## src/rtl/id_hazard_unit.sv

```systemverilog
// id_hazard_unit: ID-stage stall/flush/freeze controller with saturating performance counters
module id_hazard_unit #(
    parameter int CNT_W = 32
) (
    input  logic             clk_i,
    input  logic             rst_i,
    input  logic [4:0]       IdRs_i,
    input  logic [4:0]       IdRt_i,
    input  logic             IdUsesRs_i,
    input  logic             IdUsesRt_i,
    input  logic             IdIsBranch_i,
    input  logic             BranchTaken_i,
    input  logic             ExRegWrite_i,
    input  logic             ExMemRead_i,
    input  logic [4:0]       ExRegisterRd_i,
    input  logic             MemMemRead_i,
    input  logic [4:0]       MemRegisterRd_i,
    input  logic             MemStall_i,
    output logic             PcWrite_o,
    output logic             IfIdWrite_o,
    output logic             IdExBubble_o,
    output logic             IfIdFlush_o,
    output logic             Freeze_o,
    output logic [CNT_W-1:0] StallCycles_o,
    output logic [CNT_W-1:0] FlushCount_o,
    output logic [CNT_W-1:0] FreezeCycles_o
);
    typedef enum logic {RUN, HOLD} state_t;
    state_t r_state, w_next;
    logic r_cnt, w_cnt_next;
    logic w_ex_match, w_mem_match, w_hold, w_stall;
    logic [1:0] w_len;
    assign w_ex_match  = (ExRegisterRd_i != 5'd0) &&
                         ((IdUsesRs_i && ExRegisterRd_i == IdRs_i) || (IdUsesRt_i && ExRegisterRd_i == IdRt_i));
    assign w_mem_match = (MemRegisterRd_i != 5'd0) &&
                         ((IdUsesRs_i && MemRegisterRd_i == IdRs_i) || (IdUsesRt_i && MemRegisterRd_i == IdRt_i));
    assign w_len = (ExMemRead_i && w_ex_match && IdIsBranch_i) ? 2'd2 :
                   ((ExMemRead_i && w_ex_match) ||
                    (ExRegWrite_i && w_ex_match && IdIsBranch_i) ||
                    (MemMemRead_i && w_mem_match && IdIsBranch_i)) ? 2'd1 : 2'd0;
    assign w_hold  = (r_state == HOLD) && r_cnt;
    // HOLD stalls without looking at the hazard inputs
    assign w_stall = !MemStall_i && (w_hold || w_len != 2'd0);
    always_ff @(posedge clk_i) begin
        if (rst_i) begin
            r_state <= RUN;
            r_cnt   <= 1'b0;
        end else begin
            r_state <= w_next;
            r_cnt   <= w_cnt_next;
        end
    end
    always_comb begin
        w_next     = MemStall_i ? r_state : (!w_hold && w_len == 2'd2) ? HOLD : RUN;
        w_cnt_next = MemStall_i ? r_cnt : (!w_hold && w_len == 2'd2);
    end
    always_comb begin
        PcWrite_o    = !rst_i && !MemStall_i && !w_stall;
        IfIdWrite_o  = !rst_i && !MemStall_i && !w_stall;
        IdExBubble_o = rst_i || w_stall;
        IfIdFlush_o  = !rst_i && !MemStall_i && !w_stall && BranchTaken_i;
        Freeze_o     = !rst_i && MemStall_i;
    end
    always_ff @(posedge clk_i) begin
        if (rst_i) begin
            StallCycles_o  <= '0;
            FlushCount_o   <= '0;
            FreezeCycles_o <= '0;
        end else begin
            if (w_stall && !(&StallCycles_o))
                StallCycles_o <= StallCycles_o + CNT_W'(1);
            if (IfIdFlush_o && !(&FlushCount_o))
                FlushCount_o <= FlushCount_o + CNT_W'(1);
            if (MemStall_i && !(&FreezeCycles_o))
                FreezeCycles_o <= FreezeCycles_o + CNT_W'(1);
        end
    end
endmodule
```

## config.mk

```make
export PLATFORM = sky130hd
export DESIGN_NAME = id_hazard_unit
export DESIGN_NICKNAME = d
export VERILOG_FILES = /design/src/rtl/id_hazard_unit.sv
export SDC_FILE = /design/constraint.sdc
export NUM_CORES = 1
export LEC_CHECK = 0
export CORE_ASPECT_RATIO = 1.4
export CORE_MARGIN = 3
export CORE_UTILIZATION = 40
export CTS_BUF_LIST = sky130_fd_sc_hd__clkbuf_8
export DETAILED_ROUTE_END_ITERATION = 10
export PLACE_DENSITY = 0.73
export SLEW_MARGIN = 20
export SYNTH_ARGS = -nofsm -noshare
export SYNTH_HDL_FRONTEND = slang
export SYNTH_SLANG_ARGS = --single-unit
```

## constraint.sdc

```tcl
create_clock -name clk_i -period 4.7 [get_ports clk_i]
set_clock_uncertainty 0.15 [all_clocks]
set_input_delay 0.705 -clock clk_i [delete_from_list [all_inputs] [get_ports clk_i]]
set_output_delay 0.705 -clock clk_i [all_outputs]
set_load 0.01 [all_outputs]
```

==> results.ini <==
[run_status]
status=finished clean

[power_and_ir_drop]
cellPowerDensity_mw_per_mm2=246.2
total_power_mw=1.670
power.switching_mw=0.3582
peakVddDrop_mv=0.1944
combPwrFrac=0.065
p_sw_frac=0.2144
pwr-share-clk=0.440
power.leakage_nw=2.254
pwr-share-seq=0.495
p_int_mw=1.312

[synthesis]
syn_nets=662
yosys.area.top_type=dfxtp_1
synth_ff_type=dfxtp_1
synthesis.yosys.warnings=0
synth-edff-count=0
ys_seq_area_frac=0.3776
ys_seq_elements=97
netlist_area_mm2=0.005142
synth.avg_cell_area_um2=8.176
postSynth.asyncResetShare=0
syn_inst=629
synthTopCellsByArea=dfxtp_1 38%, xnor2_1 5.6%, nor2_1 5.2%, a21oi_1 4.9%, nand4_1 4.1%
synth_top_area_share=0.3776
synth_cell_types=52

[placed_design]
hpwl_um=10360
place.gp.congestion=0.8477
place_area_mm2=0.006510
io_buffer_count=130

[detailed_routing]
wire_per_inst_um=15.68
routed_wl_um=14050
vias=5058
wl_met3_um=739
wl_met2_um=7158
drtIter0Drc=208
drc=0
top_signal_layer_used=met4
via_per_inst=5.645
wl_met1_um=5910
antenna_left=0
firstDrtPassIters=4

[floorplan]
num_rows=48
die_area_mm2=0.01427
die_w_um=101.8
die_y_um=140.2
ios=131
core_mm2=0.01243
start_util=0.4136

[setup_path]
arrival_ps=3220
crit_fanout=10
critPathMaxStageDelay_ps=590
crit_type=in2out
cp-start-kind=input port
r2r_cells=8
end_kind=output port
cpMostUsedCell=clkdlybuf4s50_1
critical-path-slowest-cell=clkdlybuf4s50_1
critPathRequiredTime_ps=3850
path_cells=clkdlybuf4s50_1, or3_1, o311a_1, a21oi_4, nand2_1, nor3_1, clkdlybuf4s50_1

[global_routing]
antenna_found_initial=0
grt_remaining_overflow=0
grt_pass1_wl_um=22910
grt_max_degree=72
first_global_vias=4739
grt_usage=0.1951

[clocking]
clkLatencyLatePin_ps=360
cts_sinks=97
post_cts_buffers=0
h-tree-depth=3
cts_tree=built
path_clk_slew_ps=90
postCtsResizedCells=0
cts.hold.buffers_added=0
cts_buffer_depth=2
cts_buffers=9
cts_root_buf=clkbuf_8

[worst_hold_path]
min_path_type=reg2reg
hold_depth=2

[timing]
setup_violations=0
period_minus_slack_ps=4076
finalCritPeriodShare=0.8673
hold_violations=0
fin_tns_setup_ps=0
worst_pin_slew_ps=999.2
relSlewSlack=0.3234
rsz0062_at_grt=no
drv_slew=0
fmax_ghz=0.2453

[layout]
syn_to_final_growth_pct=31.97
design_area_mm2=0.006787
nets=774
num_antenna_cells=0
drive_gt1_frac=0.05898

[run]
drv_cap=0

==> metal layers <==
| layer | vias up | global-route usage |
|---|---|---|
| met4 | 0 | 0.06289 |
| met1 | 2409 | 0.2374 |
| met5 | - | 0 |
| met2 | 137 | 0.3379 |
| li1 | 2494 | - |
| met3 | 18 | 0.04285 |
==> power groups by stage <==
| stage | clock network [mW] | registers (mW) | logic [mW] |
|---|---|---|---|
| floorplan | 0 | 0.847 | 0.0563 |
| CTS | 0.746 | 0.828 | 0.109 |
| detailed placement | 0 | 0.847 | 0.109 |
| finish | 0.735 | 0.827 | 0.108 |
| global placement | 0 | 0.847 | 0.105 |
| global route | 0.772 | 0.828 | 0.118 |
==> metrics by stage <==
| step | util | std cells | worst slack [ps] | hold WS, ps |
|---|---|---|---|---|
| 2_1_floorplan | - | 629 | 1559 | 344.3 |
| 3_3_place_gp | 0.5237 | 880 | 658.2 | 326.3 |
| 4_1_cts | 0.5459 | 896 | 613.1 | 351.0 |
| 5_1_grt | 0.5459 | 896 | 436.2 | 397.6 |
| 6_report | 0.5459 | 896 | 623.9 | 355.7 |
| 3_5_place_dp | 0.5237 | 880 | 621.6 | 339.3 |
==> cell families after synthesis <==
family	Yosys count	synth area share
muxes	10	0.02092
buffers and inverters	42	0.03479
xor gates and xnor gates	55	0.09367
DFF	97	0.3776
adders and majority gates	3	0.007300
and+or+nand+nor	306	0.3263
AOI/OAI and AO/OA	116	0.1394
==> layout make-up <==
cell class	count	area, µm²
Clock inverter	5	125.1
Inverter	10	37.54
Timing Repair Buffer	133	1321
Multi-Input combinational cell	490	3022
Sequential cell	97	1942
Fill cell	1152	5645
Clock buffer	11	151.4
Tap cell	150	187.7
==> worst paths after layout <==
kind                      startpoint  slack [ps]                end
hold reg to reg    StallCycles_o[30]         360  StallCycles_o[30]
setup / recovery  MemRegisterRd_i[0]         620          PcWrite_o
setup reg to reg    StallCycles_o[0]        1460  StallCycles_o[26]
hold / removal     StallCycles_o[30]         360  StallCycles_o[30]
==> sequential cells by signal, summed over array words and instances, names as in the netlist <==
register,flops
StallCycles_o,32
r_state,1
FlushCount_o,32
FreezeCycles_o,32
==> worst max-delay path, delay by kind of cell <==
| kind | cells | cell delay (ps) |
|---|---|---|
| simple gates | 3 | 820 |
| buf+inv | 2 | 1050 |
| compound gates | 2 | 640 |
==> cells in the final DEF (no fill, tap or decap), drive strengths merged, types with 3 or more instances in the layout <==
master / count
dfxtp: 97
nor2b: 9
and4: 14
inv: 10
nand3: 31
a21oi: 51
mux2: 6
nor2: 71
ha: 3
clkdlybuf4s50: 129
o21ai: 32
nand2: 47
xor2: 22
clkbuf: 11
nor4: 6
buf: 4
bufinv: 4
o31ai: 7
nand2b: 8
nand4: 35
a21o: 6
and3: 13
or3: 34
xnor2: 33
mux2i: 4
and2: 7
nor3: 16
or4: 9
a31o: 7
==> Yosys cell counts, drive strengths merged, types with 8 or more instances <==
| cell type | number |
|---|---|
| or4 | 9 |
| nand4 | 35 |
| nor3 | 16 |
| nor2 | 71 |
| nand3 | 31 |
| xor2 | 22 |
| nand2b | 8 |
| and3 | 13 |
| a21oi | 51 |
| xnor2 | 33 |
| dfxtp | 97 |
| buf | 11 |
| and4 | 14 |
| nand2 | 47 |
| inv | 10 |
| or3 | 34 |
| nor2b | 9 |
| o21ai | 32 |
| clkbuf | 21 |
Note: power is estimated with default switching activity, not from simulation.
==> RTL change: new RTL, same flow settings <==
Reset style: asynchronous (`rst_i`), changed in 2 clocked blocks.
--- a/src/rtl/id_hazard_unit.sv
+++ b/src/rtl/id_hazard_unit.sv
@@ -42,5 +42,5 @@
     // HOLD stalls without looking at the hazard inputs
     assign w_stall = !MemStall_i && (w_hold || w_len != 2'd0);
-    always_ff @(posedge clk_i) begin
+    always_ff @(posedge clk_i or posedge rst_i) begin
         if (rst_i) begin
             r_state <= RUN;
@@ -62,5 +62,5 @@
         Freeze_o     = !rst_i && MemStall_i;
     end
-    always_ff @(posedge clk_i) begin
+    always_ff @(posedge clk_i or posedge rst_i) begin
         if (rst_i) begin
             StallCycles_o  <= '0;
Function: differs if rst_i is asserted again (counterexample within 4 cycles, from zero or initial values and one cycle with rst_i high); with rst_i held inactive, the same outputs for 10 cycles.
==> RTL change against the unedited design <==
- cell count is 16% lower
- setup slack better by 0.14 ns
- critical path type unchanged
- core utilization is 0.16 points higher
- synthesized area is 5.1% lower
- sequential cell count stayed put
- wire length is 16% lower
- first-iteration DRC count is 24% lower
- design area is 4.2% lower
- critical path depth stayed put
- sequential share of layout area is 8.7 points higher
Power is not compared: it rests on default switching activity, and its combinational part moved more than twofold at a synthesized area within 25%.
==> RTL change: results (changes against the unedited design) <==
Logic synthesis
  • Library cells used by synthesis: 41 (-21%)
  • Sequential fraction of the synthesis area: 49.7% (+12 points)
  • FFs w/ async S/R, synth: 100% (+100 points)

Setup path
  • FF-to-FF Start: FlushCount_o[0]$_DFFE_PP0P_
  • Crit path to: IfIdWrite_o
  • RR Endpoint: FlushCount_o[1]$_DFFE_PP0P_
  • Worst-path maximum fanout: 5 (-5)
  • Worst setup startpoint: ExRegisterRd_i[1]
  • Flop2flop setup slack: 1.92 ns (+0.46 ns)
  • Critical path arrival: 3.08 ns (-0.14 ns)

Placed design
  • Placed Area: 6310 um2 (-3.1%)
  • DP Wirelength: 8910 um (-14%)
  • Placed Cells: 736 (-16%)
  • Pre-CTS WS: 0.745 ns (+0.124 ns)

Finish
  • Clock buf/inv share: 3.00% (-1.1 points)
  • Multi-input gate area: 2330 um2 (-23%)
  • Layout cells sized above 1: 5.79% (-0.11 points)
  • Util after Layout: 54.8% (+0.16 points)
  • Multi-input comb cells: 350 (-29%)
  • Nets: 633 (-18%)

Status
  • Status: finished clean

GRT
  • M3 GR Usage: 2.29% (-2.0 points)
  • Global-route wire length before repair: 19300 um (-16%)

Timing
  • Slew headroom: 48.1% (+16 points)

Min path
  • Hold path endpoint: FlushCount_o[11]$_DFFE_PP0P_

Detailed routing
  • 1st-iter DRT viols: 158 (-24%)
==> RTL change: cell count changes after synthesis, moves of 7 or more <==
| cell | before | now |
|---|---|---|
| nor2_1 | 71 | 31 |
| dfrtp_1 | 0 | 97 |
| xnor2_1 | 33 | 80 |
| dfxtp_1 | 97 | 0 |
| or3_1 | 34 | 1 |
| a31o_2 | 7 | 0 |
| clkbuf_1 | 20 | 6 |
| nor2b_1 | 9 | 1 |
| xor2_1 | 22 | 31 |
| a21oi_1 | 50 | 2 |
| nand3_1 | 30 | 46 |
| o21ai_0 | 32 | 0 |
==> RTL change: kinds of logic (layout without fill, tap and decap cells) <==
| logic type | count (synthesis) | after routing | synth area share, % |
|---|---|---|---|
| simple gates | 221 | 221 | 24.0 |
| xor+xnor | 111 | 111 | 19.9 |
| flops | 97 | 97 | 49.7 |
| buf+inv | 26 | 158 | 2.74 |
| compound gates | 11 | 11 | 1.92 |
| mux | 4 | 4 | 0.923 |
| fa+ha+maj | 3 | 3 | 0.769 |
